===== src/rtl/irq_ctrl.sv =====
// irq_ctrl: external-interrupt front end ahead of CP0.
// Synchronises the raw lines, edge-detects them into a maskable pending
// register, picks the lowest-index enabled source and hands it to CP0 as a
// single-cycle request. No further request is issued until CP0 executes ERET.
module irq_ctrl #(
  parameter int N_IRQ = 8  // 1..16, bounded by the 4-bit irq_id
) (
  input  logic             clk,
  input  logic             rst,
  input  logic [N_IRQ-1:0] irq_lines,
  input  logic             mask_we,
  input  logic [N_IRQ-1:0] mask_wdata,
  input  logic [N_IRQ-1:0] pend_clr,
  input  logic             eret,
  output logic             ir_req,
  output logic [3:0]       irq_id,
  output logic             irq_busy,
  output logic [N_IRQ-1:0] irq_pending,
  output logic [N_IRQ-1:0] irq_mask
);

  typedef enum logic [1:0] {
    IDLE = 2'd0,
    REQ  = 2'd1,
    BUSY = 2'd2
  } state_t;

  state_t state, state_nxt;

  logic [N_IRQ-1:0] s1, s2, prev;
  logic [N_IRQ-1:0] pending, mask;
  logic [N_IRQ-1:0] rise, cand, clr_vec, sel_onehot;
  logic [3:0]       sel;
  logic             dispatch;

  // Two-flop synchroniser per line, plus the delayed copy for edge detection.
  // NOTE: sequential state uses non-blocking assignments so every flop
  // samples pre-edge values regardless of statement order.
  always_ff @(posedge clk or posedge rst) begin
    if (rst) begin
      s1   <= '0;
      s2   <= '0;
      prev <= '0;
    end else begin
      s1   <= irq_lines;
      s2   <= s1;
      prev <= s2;
    end
  end

  assign rise = s2 & ~prev;
  assign cand = pending & mask;

  // Lowest-index enabled pending source; scanning downwards lets the
  // lowest index overwrite any higher one.
  // NOTE: every output of a combinational block is given a default first
  // so no path leaves it unassigned and no latch is inferred.
  always_comb begin
    sel        = '0;
    sel_onehot = '0;
    for (int i = N_IRQ - 1; i >= 0; i--) begin
      if (cand[i]) begin
        sel           = 4'(i);
        sel_onehot    = '0;
        sel_onehot[i] = 1'b1;
      end
    end
  end

  assign dispatch = (state == IDLE) && (cand != '0);
  assign clr_vec  = pend_clr | (dispatch ? sel_onehot : '0);

  // Pending register: software/dispatch clear, with a new edge winning.
  always_ff @(posedge clk or posedge rst) begin
    if (rst) begin
      pending <= '0;
    end else begin
      pending <= (pending & ~clr_vec) | rise;
    end
  end

  // Mask register: hides pending bits from selection, never clears them.
  always_ff @(posedge clk or posedge rst) begin
    if (rst) begin
      mask <= '0;
    end else if (mask_we) begin
      mask <= mask_wdata;
    end
  end

  // Captures the dispatched source; held until the next dispatch.
  always_ff @(posedge clk or posedge rst) begin
    if (rst) begin
      irq_id <= '0;
    end else if (dispatch) begin
      irq_id <= sel;
    end
  end

  // FSM state register.
  always_ff @(posedge clk or posedge rst) begin
    if (rst) begin
      state <= IDLE;
    end else begin
      state <= state_nxt;
    end
  end

  // FSM next state: ERET is only meaningful once the request is in BUSY.
  always_comb begin
    state_nxt = state;
    case (state)
      IDLE:    if (cand != '0) state_nxt = REQ;
      REQ:     state_nxt = BUSY;
      BUSY:    if (eret) state_nxt = IDLE;
      default: state_nxt = IDLE;
    endcase
  end

  assign ir_req      = (state == REQ);
  assign irq_busy    = (state != IDLE);
  assign irq_pending = pending;
  assign irq_mask    = mask;

endmodule

===== config.mk =====
export PLATFORM = sky130hd
export DESIGN_NAME = irq_ctrl
export DESIGN_NICKNAME = d
export VERILOG_FILES = /design/src/rtl/irq_ctrl.sv
export SDC_FILE = /design/constraint.sdc
export NUM_CORES = 1
export LEC_CHECK = 0
export ABC_AREA = 1
export CELL_PAD_IN_SITES_DETAIL_PLACEMENT = 1
export CELL_PAD_IN_SITES_GLOBAL_PLACEMENT = 1
export CORE_ASPECT_RATIO = 1.2
export CORE_MARGIN = 1.5
export CORE_UTILIZATION = 39
export CTS_CLUSTER_DIAMETER = 120
export DETAILED_ROUTE_END_ITERATION = 10
export PLACE_DENSITY = 0.94
export SLEW_MARGIN = 15
export SYNTH_ARGS = -nofsm -noshare
export SYNTH_HDL_FRONTEND = slang
export SYNTH_SLANG_ARGS = --single-unit

===== constraint.sdc =====
create_clock -name clk -period 3.5 [get_ports clk]
set_input_delay 0.7 -clock clk [delete_from_list [all_inputs] [get_ports clk]]
set_output_delay 0.7 -clock clk [all_outputs]
set_load 0.03 [all_outputs]

[Yosys cells after proc, flatten, opt, wreduce, memory -nomap -nowiden]
Cells that the tools add are included.
Operators by class
  bitwise logic cells: 7
  multiplexer cells: 20
  equality and inequality tests: 4
  reduce and logical (&&, ||, !) cells: 5
Operators by type and width (count)
  $mux 8: 9
  $mux 4: 7
  $and 8x8->8: 3
  $not 8->8: 2
  $or 8x8->8: 2
  $reduce_bool 8->1: 1
  $pmux 2 s3: 1
  $mux 2: 2
  $mux 3: 1
  $eq 2x1->1 const B: 1
  $eq 2x2->1 const B: 1
  $logic_not 2->1: 1
  $ne 2x1->1 const B: 1
  $ne 2x2->1 const B: 1
  $reduce_and 2->1: 1
  $reduce_bool 2->1: 1
  $logic_and 1x1->1: 1
Word-level totals
  logic and storage cells: 43
  input port bits: 28
  register bits: 46
  output and inout port bits: 22

[Logic depth before layout (Yosys ltp)]
  depth after elaboration: 14
  gate-level depth with buffers: 9
  mapped depth without buffers: 9

[Least setup slack after synthesis]
OpenSTA, ideal clock, no wires.
  path type: register to output
  start: register state[0]
  end: output port ir_req
  path buffers: 0
  path slack: 1.878 ns
  data required time: 2.800 ns
  arrival: 0.922 ns
  cell stages (with the launch flop): 3
  cells stage by stage: dfrtp_1 inv_1 nor2_1
Between the ends
  longest elaborated chain between the ends: 1
RTL lines
  start: declaration: RTL line 28  | state_t state, state_nxt;
  start signal: assignment: RTL line 105  | state <= state_nxt;
  $eq 2x1->1: RTL line 120  | assign ir_req = (state == REQ);
  end: declaration: RTL line 15  | output logic ir_req,
No other way between the ends.

[Worst setup path after layout]
Ends and elaborated chain as after synthesis.

==> summary.md <==
| Metric | Value |
|---|---|
| Status | `complete, no violations` |
| GRT Util Overall | `17.0%` |
| CTS clk-pin slew, worst paths | `0.08 ns` |
| GP Congestion | `0.794` |
| Routed length per instance | `14.0 microns` |
| Total gr overflow | `0` |
| Initial Utilization | `41.0%` |
| Sequential share of the synthesized area | `64.0%` |
| Nature of the critical path endpoint | `output pin` |
| PD cells | `621 mW/mm^2` |
| Startpoint type of the worst setup path | `register` |
| DRC | `0` |
| Worst Tran Pin Value | `0.880 ns` |
| Vias per inst | `4.66` |
| Rows | `26` |
| Worst Path Arrival | `1.64 ns` |
| H-tree depth | `2` |
| Share of cells above drive strength 1 | `17.9%` |
| Worst-path fanout max | `2` |
| Number of max-cap violations | `0` |
| Routed vias | `1249` |
| Tightest Hold Check Type | `register to register` |
| Worst hold stages | `0` |
| Crit-path slowest cell | `clkdlybuf4s50_1` |
| Final Skew | `0.00408 ns` |
| Final #Nets | `239` |
| Req. time, crit path | `2.80 ns` |
| Number of synthesized register bits | `45` |
| R2R Path Start | `irq_pending[0]` |
| Cell area after synthesis | `0.00176 sq mm` |
| Post-CTS resize count | `0` |
| Area of the core | `0.00429 sq mm` |
| Ports | `50` |
| Diode count | `0` |
| Syn nets | `186` |
| RSZ-0062 raised after global routing | `no` |
| Iter 0 DRT Violations | `39` |
| Antenna Nets Post-Route | `0` |
| PortBufs | `48` |
| Synth cell types | `23` |
| Root Buffer | `clkbuf_8` |
| Commonest non-fill, non-tap cells in the layout | `clkdlybuf4s50_1 (48), dfrtp_1 (45), nand2_1 (33), inv_1 (19), nor2_1 (13)` |
| Worst skew pair latency | `0.30 ns` |
| Layout overhead on the synthesized area | `37.4%` |
| Min cycle time layout | `2.34 ns` |
| Clock Sinks | `45` |
| Most common cell after layout, fill and taps aside | `clkdlybuf4s50_1` |
| Avg Cell Area, Syn | `11.1 sq um` |
| Initial antenna violation count | `0` |
| Number of buffers created by CTS | `5` |
| Slew HR | `41.2%` |
| Leak | `1.14 nW` |
| Hold WS | `0.353 ns` |
| CTS tree | `yes` |
| Crit path max-delay family | `buffers and inverters` |
| Setup slack after layout | `1.16 ns` |
| Fin. Hold Viols | `0` |
| Die height | `76.6 microns` |
| Top cells by area, synth | `dfrtp_1 (64%), nand2_1 (7.0%), mux2_2 (5.1%), nand2_4 (5.1%), inv_1 (4.3%)` |
| Post-synth top area cell | `dfrtp_1` |
| Synth warn | `0` |
| WL final | `3750 microns` |
| Post-Route Setup TNS | `0 ns` |
| Mapped Cells | `158` |
| CTS Buffer Depth | `2` |
| Largest net degree at the start of global routing | `46` |
| Period utilization | `66.8%` |
| Flop2flop setup slack | `2.22 ns` |
| Worst r2r dst | `irq_pending[6]` |
| Die X | `64.3 microns` |
| Worst path cell trace | `inv_1 > nor2_1 > clkdlybuf4s50_1` |
| HPWL after DPL | `2790 microns` |
| End of the worst hold path | `s2[3]` |
| Fin. max-slew vios | `0` |
| Synth top area share | `64.0%` |
| Placement-stage worst setup slack | `1.48 ns` |
| Die area | `0.00492 sq mm` |
| Postcts setup bufs | `0` |
| CP Buf/Inv Count | `2` |
| DRT Pass-1 Iters | `5` |
| WS Path Type | `register to output pin` |
| Final-report setup violation count | `0` |
| Vias in the first global route | `1328` |
| FMAX | `428 MHz` |
| Hold-fix buffers, CTS | `0` |
| First-pass GRT wire length | `6310 microns` |
| Hold path startpoint | `s1[3]` |
| CP max stage delay | `0.68 ns` |
| FF-to-FF path depth | `8` |
| Peak supply drop | `0.000350 V` |
==> power breakdown <==
part	internal (W)	switching, W
Combinational	0.000191	0.000269
Clock	0.000232	0.000174
Sequential	0.000581	0.0000557
Total	0.00100	0.000499
==> stage by stage <==
| stage | total power, W | utilization, % | cell area [sq um] | instances |
|---|---|---|---|---|
| floorplan | 0.000931 | - | 1760 | 158 |
| global placement | 0.00109 | 53.5 | 2300 | 260 |
| detailed placement | 0.00111 | 53.5 | 2300 | 260 |
| CTS | 0.00151 | 56.3 | 2420 | 268 |
| global route | 0.00156 | 56.3 | 2420 | 268 |
| finish | 0.00150 | 56.3 | 2420 | 268 |
==> registers in the layout, summed over array words and instances, names as in the netlist <==
name	count
irq_mask	8
irq_pending	8
prev	8
s1	8
s2	8
irq_id	3
state	2
==> worst max-delay path by stage <==
stage,end,slack [ns],startpoint,cells after the start
after detailed placement,ir_req,1.48,state[0],3
final,ir_req,1.16,state[0],3
after CTS,ir_req,1.16,state[0],3
after global routing,ir_req,1.08,state[0],3
after floorplan,irq_id[0],1.74,rst,1
after global placement,irq_busy,1.51,state[1],3
==> cells in the mapped netlist, drive strengths merged <==
cell and number:
a21boi 1, a21oi 2, buf 2, conb 1, dfrtp 45, inv 23, mux2 8, nand2 47
nand3 3, nand3b 3, nand4 1, nor2 15, o21ai 6, o21bai 1
==> routing by layer <==
layer	vias to the layer above	global-route usage, %	wire length [microns]
met5	-	0	0
met4	0	4.47	55
met3	7	4.28	142
met2	36	31.3	2050
met1	621	19.2	1500
li1	585	-	-
==> final cells by class <==
class | count | area, sq um
multi-input combinational | 88 | 534
tap | 56 | 70.1
inverter | 23 | 86.3
clock inverter | 2 | 37.5
timing repair buffer | 48 | 480
sequential | 45 | 1130
fill | 476 | 1880
clock buffer | 6 | 82.6
==> cells by family (layout without fill, tap and decap cells) <==
logic type / count (synthesis) / count (layout) / synth area share [%]
buf+inv: 25 / 79 / 5.62
other cells: 1 / 1 / 0.213
compound gates: 10 / 10 / 3.98
simple gates: 69 / 69 / 21.1
mux: 8 / 8 / 5.12
flops: 45 / 45 / 64.0
No activity file was read; power rests on OpenSTA's default activity.
==> RTL change, RTL diff (config.mk and constraints unchanged) <==
The 3 states of `state_t` get a one-hot encoding in 3 bits.
--- a/src/rtl/irq_ctrl.sv
+++ b/src/rtl/irq_ctrl.sv
@@ -20,8 +20,8 @@
 );
 
-  typedef enum logic [1:0] {
-    IDLE = 2'd0,
-    REQ  = 2'd1,
-    BUSY = 2'd2
+  typedef enum logic [2:0] {
+    IDLE = 3'b001,
+    REQ  = 3'b010,
+    BUSY = 3'b100
   } state_t;
 
Check against the original RTL: no difference found for any inputs over 10 cycles, from zero or initial values and one cycle with rst high; not proved beyond that.
==> RTL change against the unedited design <==
  * Area after synthesis up 0.78%
  * Synthesized cell count is 1.3% higher
  * Worst setup slack got worse by 0.0038 ns
  * Total power down 0.38%
  * Sequential cell count is 1 higher
  * Cell area up 0.16%
  * Die area up 0.75%
  * Sequential power rose by 2%
  * Highest routed layer unchanged
  * Wire length down 4.4%
==> RTL change: results (changes against the unedited design) <==
Drt via density: 4.60 (was 4.66)
Util after Layout: 56.0% (was 56.3%)
Hold WS: 0.351 ns (was 0.353 ns)
R2R setup slack: 2.19 ns (was 2.22 ns)
Largest net degree at the start of global routing: 47 (was 46)
Hold path endpoint: s2[6] (was s2[3])
Period utilization: 66.9% (was 66.8%)
Fin Clk Skew: 0.00798 ns (was 0.00408 ns)
Pre-CTS setup slack: 1.47 ns (was 1.48 ns)
Post-DP HPWL: 2.60 mm (was 2.79 mm)
Top Metal Used: met4 (unchanged)
Worst vdd ir: 0.000346 V (was 0.000350 V)
Synth Net Count: 188 (was 186)
Post-place instance area: 0.00231 mm² (was 0.00230 mm²)
Met2 WL: 1.87 mm (was 2.05 mm)
Wl on met1: 1.50 mm (about the same)
Arrival @ worst endpoint: 1.64 ns (about the same)
CP Launch Point: state[1] (was state[0])
Register area share after synthesis: 65.0% (was 64.0%)
Reg2Reg Depth: 5 (was 8)
Met2 Use GR: 28.1% (was 31.3%)
1st-pass router iterations: 4 (was 5)
Syn Area/Cell: 11.1 µm² (about the same)
Top cells by area, synth: dfrtp_1, nand2_1, mux2_2 (unchanged)
WL per Instance: 13.3 µm (was 14.0 µm)
Drt first-iter violations: 17 (was 39)
Slew headroom: 39.2% (was 41.2%)
Leakage: 1.15 nW (was 1.14 nW)
Cts repair resizes: 0 (unchanged)
Layout cells sized above 1: 17.3% (was 17.9%)
Vias in the first global route: 1,390 (was 1,328)
Routability cong.: 0.713 (was 0.794)
Layout fillers: 483 (was 476)
M1 GR Usage: 20.0% (was 19.2%)
Delay-heaviest family, CP: buffers and inverters (unchanged)
Commonest cells post-synth: dfrtp_1, nand2_1, inv_1 (unchanged)
Status: finished clean (unchanged)
Worst r2r src: state[0] (was irq_pending[0])
Met3 wire length: 158 µm (was 142 µm)
Total track usage: 16.7% (was 17.0%)
Ys Warns: 0 (unchanged)
Fin nets: 241 (was 239)
Global-route wire length before repair: 6.27 mm (was 6.31 mm)
Via count: 1,241 (was 1,249)
Hold path start: s1[6] (was s1[3])
Met3 Usage GRT: 4.69% (was 4.28%)
Cells after DPL: 262 (was 260)
Netlist cell types: 26 (was 23)
-- RTL change: cell types whose count changed after synthesis, sizes merged --
cell    delta
nand3     +12
nand2      -8
nor2       -3
o21ai      -3
inv        +2
nand3b     -2
a21boi     -1
a21oi      +1
dfstp      +1
nand4      -1
nor3       +1
nor4       +1
o21bai     +1
or2        +1
-- RTL change: where the power goes --
| part | switching [mW] | internal, mW | total (mW) |
|---|---|---|---|
| Clock | 0.170 | 0.213 | 0.383 |
| Combinational | 0.278 | 0.186 | 0.465 |
| Sequential | 0.0474 | 0.602 | 0.649 |
-- RTL change: layout make-up --
class	instances	area share, %
Sequential cell	46	47.6
Multi-Input combinational cell	87	21.1
Timing Repair Buffer	48	19.8
Inverter	25	3.98
Clock buffer	6	3.00
Tap cell	56	2.89
Clock inverter	2	1.55
-- RTL change: cell families after synthesis --
kind of cell,synth area share [%]
mux,5.08
simple gates,21.0
flops,65.0
buf+inv,6.14
compound gates,2.54
other cells,0.212
